File: config.mk
export PLATFORM = sky130hd
export DESIGN_NAME = nonoverlap_phase_gen
export DESIGN_NICKNAME = d
export VERILOG_FILES = /design/src/rtl/nonoverlap_pkg.sv /design/src/rtl/nonoverlap_phase_gen_phase_timer.sv /design/src/rtl/nonoverlap_phase_gen.sv
export SDC_FILE = /design/constraint.sdc
export NUM_CORES = 1
export LEC_CHECK = 0
export ABC_AREA = 0
export ABC_CLOCK_PERIOD_IN_PS = 2300
export BUFFER_PORTS_ARGS = -buffer_cell sky130_fd_sc_hd__buf_2
export CORE_UTILIZATION = 40
export DETAILED_ROUTE_END_ITERATION = 8
export PLACE_DENSITY = 0.64
export RECOVER_POWER = 25
export SYNTH_ARGS = -nofsm -noshare
export SYNTH_HDL_FRONTEND = slang
export SYNTH_SLANG_ARGS = --single-unit
File: constraint.sdc
create_clock -name clk -period 2.3 [get_ports clk]
set_input_delay 0.46 -clock clk [delete_from_list [all_inputs] [get_ports clk]]
set_output_delay 0.46 -clock clk [all_outputs]
set_load 0.02 [all_outputs]
File: src/rtl/nonoverlap_pkg.sv
// Shared state encoding and defaults for the two-phase non-overlapping pulse generator.
// The PRE/PRE_GAP counter-reset prologue states exist only when CNT_RST_EN is defined.
package nonoverlap_pkg;

  localparam int DEF_HI_CYC  = 3;
  localparam int DEF_GAP_CYC = 6;
  localparam int DEF_CW      = 8;
  localparam int TIMER_W     = 8;

  typedef enum logic [2:0] {
    IDLE    = 3'd0,
`ifdef CNT_RST_EN
    PRE     = 3'd1,
    PRE_GAP = 3'd2,
`endif
    P1      = 3'd3,
    G1      = 3'd4,
    P2      = 3'd5,
    G2      = 3'd6
  } state_t;

  function automatic int period_cyc(input int hi_cyc, input int gap_cyc);
    return 2 * (hi_cyc + gap_cyc);
  endfunction

endpackage

File: src/rtl/nonoverlap_phase_gen_phase_timer.sv
// Loadable down-counter timing each phase; expire strobes for one cycle when a
// loaded interval of (load_val + 1) cycles has elapsed.
module phase_timer
  import nonoverlap_pkg::*;
(
  input  logic               clk,
  input  logic               rst,
  input  logic               load,
  input  logic [TIMER_W-1:0] load_val,
  output logic               expire
);

  logic [TIMER_W-1:0] count;
  logic               run;

  always_ff @(posedge clk or negedge rst) begin
    if (!rst) begin
      count <= '0;
      run   <= 1'b0;
    end else if (load) begin
      count <= load_val;
      run   <= 1'b1;
    end else if (run) begin
      if (count == '0) run <= 1'b0;
      else             count <= count - 1'b1;
    end
  end

  // run gates the strobe so an idle timer parked at zero stays quiet
  assign expire = run && (count == '0);

endmodule

File: src/rtl/nonoverlap_phase_gen.sv
// Registered non-overlapping eclk/ieclk pulse-pair generator with counted or free-running bursts.
// Optional CNT_RST_EN adds a cnt_rst pulse and gap ahead of the first eclk.
module nonoverlap_phase_gen
  import nonoverlap_pkg::*;
#(
  parameter int HI_CYC  = DEF_HI_CYC,
  parameter int GAP_CYC = DEF_GAP_CYC,
  parameter int CW      = DEF_CW
) (
  input  logic          clk,
  input  logic          rst,
  input  logic          en,
  input  logic          start,
  input  logic [CW-1:0] burst_len,
  output logic          eclk,
  output logic          ieclk,
  output logic          cnt_rst,
  output logic          busy,
  output logic          done,
  output logic [CW-1:0] pulse_cnt
);

  localparam logic [TIMER_W-1:0] HI_LOAD  = TIMER_W'(HI_CYC - 1);
  localparam logic [TIMER_W-1:0] GAP_LOAD = TIMER_W'(GAP_CYC - 1);

  state_t             state;
  logic [CW-1:0]      len;
  logic [CW-1:0]      next_cnt;
  logic               accept;
  logic               finish;
  logic               expire;
  logic               load;
  logic [TIMER_W-1:0] load_val;

`ifdef CNT_RST_EN
  logic cnt_rst_q;
  assign cnt_rst = cnt_rst_q;
`else
  assign cnt_rst = 1'b0;
`endif

  assign accept   = (state == IDLE) && start && en;
  assign next_cnt = pulse_cnt + 1'b1;
  assign finish   = ((len != '0) && (next_cnt == len)) || !en;

  // Timer reload on every state entry: pulse states run HI_CYC, gap states GAP_CYC
  always_comb begin
    load     = 1'b0;
    load_val = HI_LOAD;
    case (state)
      IDLE: load = accept;
`ifdef CNT_RST_EN
      PRE: begin
        load     = expire;
        load_val = GAP_LOAD;
      end
`endif
      P1, P2: begin
        load     = expire;
        load_val = GAP_LOAD;
      end
      default: load = expire;
    endcase
  end

  phase_timer u_timer (
    .clk      (clk),
    .rst      (rst),
    .load     (load),
    .load_val (load_val),
    .expire   (expire)
  );

  always_ff @(posedge clk or negedge rst) begin
    if (!rst) begin
      state     <= IDLE;
      eclk      <= 1'b0;
      ieclk     <= 1'b0;
      busy      <= 1'b0;
      done      <= 1'b0;
      pulse_cnt <= '0;
      len       <= '0;
`ifdef CNT_RST_EN
      cnt_rst_q <= 1'b0;
`endif
    end else begin
      done <= 1'b0;
      case (state)
        IDLE: begin
          if (accept) begin
            len       <= burst_len;
            pulse_cnt <= '0;
            busy      <= 1'b1;
`ifdef CNT_RST_EN
            state     <= PRE;
            cnt_rst_q <= 1'b1;
`else
            state     <= P1;
            eclk      <= 1'b1;
`endif
          end
        end
`ifdef CNT_RST_EN
        PRE: if (expire) begin
          cnt_rst_q <= 1'b0;
          state     <= PRE_GAP;
        end
        PRE_GAP: if (expire) begin
          eclk  <= 1'b1;
          state <= P1;
        end
`endif
        P1: if (expire) begin
          eclk  <= 1'b0;
          state <= G1;
        end
        G1: if (expire) begin
          ieclk <= 1'b1;
          state <= P2;
        end
        P2: if (expire) begin
          ieclk <= 1'b0;
          state <= G2;
        end
        // Period boundary: the only point where a burst may end
        G2: if (expire) begin
          pulse_cnt <= next_cnt;
          if (finish) begin
            busy  <= 1'b0;
            done  <= 1'b1;
            state <= IDLE;
          end else begin
            eclk  <= 1'b1;
            state <= P1;
          end
        end
        default: state <= IDLE;
      endcase
    end
  end

endmodule
==> summary.txt <==
Timing
  • Setup TNS: 0 ns
  • Fin. max-slew vios: 33
  • Final hold violations: 0
  • Setup skew after layout: 0.00748 ns
  • Final setup viols: 0
  • Min Clock Period, post-route: 2.08 ns
  • Max-slew headroom: -12.6%
  • Fmax: 481 MHz
  • Actual slew at the worst max-slew pin: around 1.7 ns
  • Tcrit/Tclk final: 90.3%
  • RSZ-0062 raised after global routing: no

Place
  • Placer Congestion: 0.816
  • # port buffers: 23
  • Post-DP HPWL: 3.00 mm
  • Inst Count DP: 282

Worst setup path
  • CP endpoint: eclk
  • CP peak stage delay: 0.47 ns
  • Crit-path leading delay family: compound AO/OA/AOI/OAI gates
  • Critical-path top delay cell: or3b_2
  • Worst path cell trace: xor2_1, or3b_2, o32a_1, a211oi_1, o21ai_0
  • CP Buf/Inv Count: 0
  • CP startpoint kind: flop
  • Kind of critical path: flop to flop
  • Reg2Reg Depth: 5
  • R2R Setup Slk: 0.22 ns
  • Crit path DAT: 2.23 ns
  • Critical Path RT: 2.45 ns
  • R2R Path Start: len[7]
  • Worst-path maximum fanout: 4
  • Critical path origin: len[7]
  • Worst setup EP type: flop
  • Crit path depth: 5
  • FF-to-FF End: eclk

Power
  • Leak pwr: 0.950 nW
  • Int Pwr: 1.35 mW
  • Clock power frac: between 15 and 20%
  • PD cells: between 1000 and 1500 nW/um^2
  • Switching share of power: 39.9%
  • Gate power share: 40.1%
  • Sw power: 0.896 mW
  • Register share of total power: a little over two fifths
  • Worst vdd ir: 0.000472 V

Cells and area
  • Layout Nets: 252
  • Layout cells sized above 1: between 10% and 20%
  • Filler cell count: roughly 440
  • Ant. Diodes: 0
  • Final cell count without fillers: between 200 and 300
  • P&R area growth vs syn: 14.1%

GRT
  • Grt ovf: 0
  • Antenna violations before repair: 0
  • Largest net degree at the start of global routing: 33
  • Global-route wire length before repair: 7.09 mm
  • All-Layer GR Usage: 18.4%
  • Vias in the first global route: 1523

Floorplanning
  • Die ar.: ~4900 sq um
  • Ports: 25
  • Core footprint: ~4400 sq um
  • Chip height: 70.1 um
  • Initial core utilization: 42.0%
  • Die X: 70.1 um
  • Row count: 24

Yosys
  • Async set or reset register ratio after synthesis: 100%
  • Flop and latch count out of synthesis: 32
  • Post-synthesis sequential area ratio: 43.2%
  • Mean Syn Cell Area: 8.78 sq um
  • Mapped Area: approximately 1900 sq um
  • Main synth FF type: dfrtp_1
  • Mapped Cells: 211
  • Post-synth EDFFs: 0
  • Synth warn: 0
  • Cell variety after synth: 47
  • Syn nets: 226

Routing
  • Post-route ant nets: 0
  • First-pass DRT Iterations: 4
  • Routed WL: 4.05 mm
  • Wire length per cell: 14.0 um
  • DR DRC count: 0
  • Vias per cell: 5.52
  • Via Count: 1594
  • Iteration-0 DRC Markers: ~190

Clock tree
  • CTS root buffer: clkbuf_8
  • Hold_buf cts: 0
  • Post_cts resized: 0
  • Clock slew at reported path FFs: about 0.070 ns
  • Buffer count from post-CTS setup fixing: 0
  • Clk_lat worst skew: 0.29 ns
  • Clk sinks: 32
  • # H-tree levels: 2
  • CTS Buf Count: 5
  • Longest Clk Path Bufs: 2
  • CTS tree: yes

Hold path
  • Hold Startpoint: burst_len[1]
  • WHS Path Cells: 3
  • Hold WC Path Type: primary input to flop

Run status
  • Status: complete, but fails checks
  • Violated checks: max-capacitance violations, max-slew violations

Run
  • Max-capacitance violation count: 1
==> layer usage <==
metal	part of all wire [%]	vias to the layer above	wire, um	GRT usage, %
li1	-	794	-	-
met1	47	737	1890	24.9
met2	45	52	1830	27.7
met3	5.7	11	232	4.76
met4	2.5	0	101	8.22
met5	0	-	0	0
==> cell usage in the layout, fill, tap and decap left out, types with 3 or more instances in the layout <==
cell	n
a21oi_1	7
a31oi_1	3
buf_2	22
buf_4	9
clkbuf_8	5
dfrtp_1	32
ha_1	3
inv_1	9
nand2_1	36
nand3_1	3
nand3b_1	3
nand4b_1	3
nor2_1	15
nor3_1	3
nor4_1	5
o21ai_0	20
o41ai_1	3
or3_1	5
xnor2_1	10
xor2_1	5
==> power groups by stage <==
stage	Combinational, mW	Clock, mW	Sequential, mW
after floorplan	0.708	0	0.886
final	0.900	0.409	0.937
after detailed placement	0.905	0	0.946
after global routing	1.03	0.445	0.971
after global placement	0.884	0	0.940
after CTS	0.908	0.420	0.936
==> metrics by stage <==
stage               worst slack, ns  total power, mW  hold slack [ns]  utilization (%)  instance area (sq um)
floorplan                     0.253             1.59            0.164                -                   1850
global placement              0.279             1.82            0.481             46.2                   2040
CTS                           0.224             2.26            0.249             47.9                   2120
global route                  0.105             2.44            0.370             47.9                   2110
detailed placement            0.226             1.85            0.498             46.2                   2040
finish                        0.223             2.25            0.365             47.9                   2110
==> cell families (layout without fill, tap and decap cells) <==
logic type	Yosys count	after routing	share of synthesized area (%)
xor+xnor	15	15	7.09
other cells	1	1	0.202
simple gates	88	88	24.8
fa+ha+maj	3	3	2.03
buf+inv	22	48	5.20
compound gates	50	50	17.4
flops	32	32	43.2
==> cells in the mapped netlist (2+ instances only) <==
master / count / area, sq um
dfrtp_1: 32 / 801
inv_1: 9 / 33.8
and3_1: 2 / 12.5
ha_1: 3 / 37.5
o21ai_0: 20 / 100
a21oi_1: 7 / 35.0
a31oi_1: 3 / 18.8
o31ai_1: 2 / 15.0
xnor2_1: 10 / 87.6
nand2b_1: 2 / 12.5
a211oi_1: 2 / 15.0
or3_1: 5 / 31.3
nand3_1: 3 / 15.0
xor2_1: 5 / 43.8
o21a_1: 2 / 15.0
buf_2: 2 / 10.0
nand2_1: 36 / 135
nand3b_1: 3 / 22.5
o2111ai_1: 2 / 17.5
o41ai_1: 3 / 26.3
clkbuf_1: 9 / 33.8
o22ai_1: 2 / 12.5
nor4_1: 5 / 31.3
nor2_1: 15 / 56.3
nor3_1: 3 / 15.0
nand4b_1: 3 / 26.3
==> cell type report <==
cell class | instances | area, sq um | area share (%)
clock inverter | 1 | 5.00 | 0.237
timing repair buffer | 32 | 181 | 8.58
multi-input combinational | 157 | 956 | 45.2
clock buffer | 6 | 72.6 | 3.43
inverter | 9 | 33.8 | 1.60
tap | 52 | 65.1 | 3.08
sequential | 32 | 801 | 37.9
==> sequential cells by signal, summed over array words and instances (netlist names) <==
| signal | flops |
|---|---|
| pulse_cnt | 8 |
| busy | 1 |
| done | 1 |
| u_timer.count | 8 |
| u_timer.run | 1 |
| state | 3 |
| eclk | 1 |
| ieclk | 1 |
| len | 8 |
==> worst reg2reg max path, delay by kind of cell, from the launching register on <==
family	cells	cell delay, ns
compound gates	3	0.78
xor+xnor	1	0.28
flops	1	0.41
simple gates	1	0.47
==> how the worst min path moves through the flow <==
stage              endpoint  slack, ns
3_3_place_gp           eclk       0.48
6_report             len[1]       0.36
4_1_cts        pulse_cnt[2]       0.25
2_1_floorplan          busy       0.16
3_5_place_dp           eclk       0.50
5_1_grt              len[2]       0.37
(Power assumes the default switching activity.)
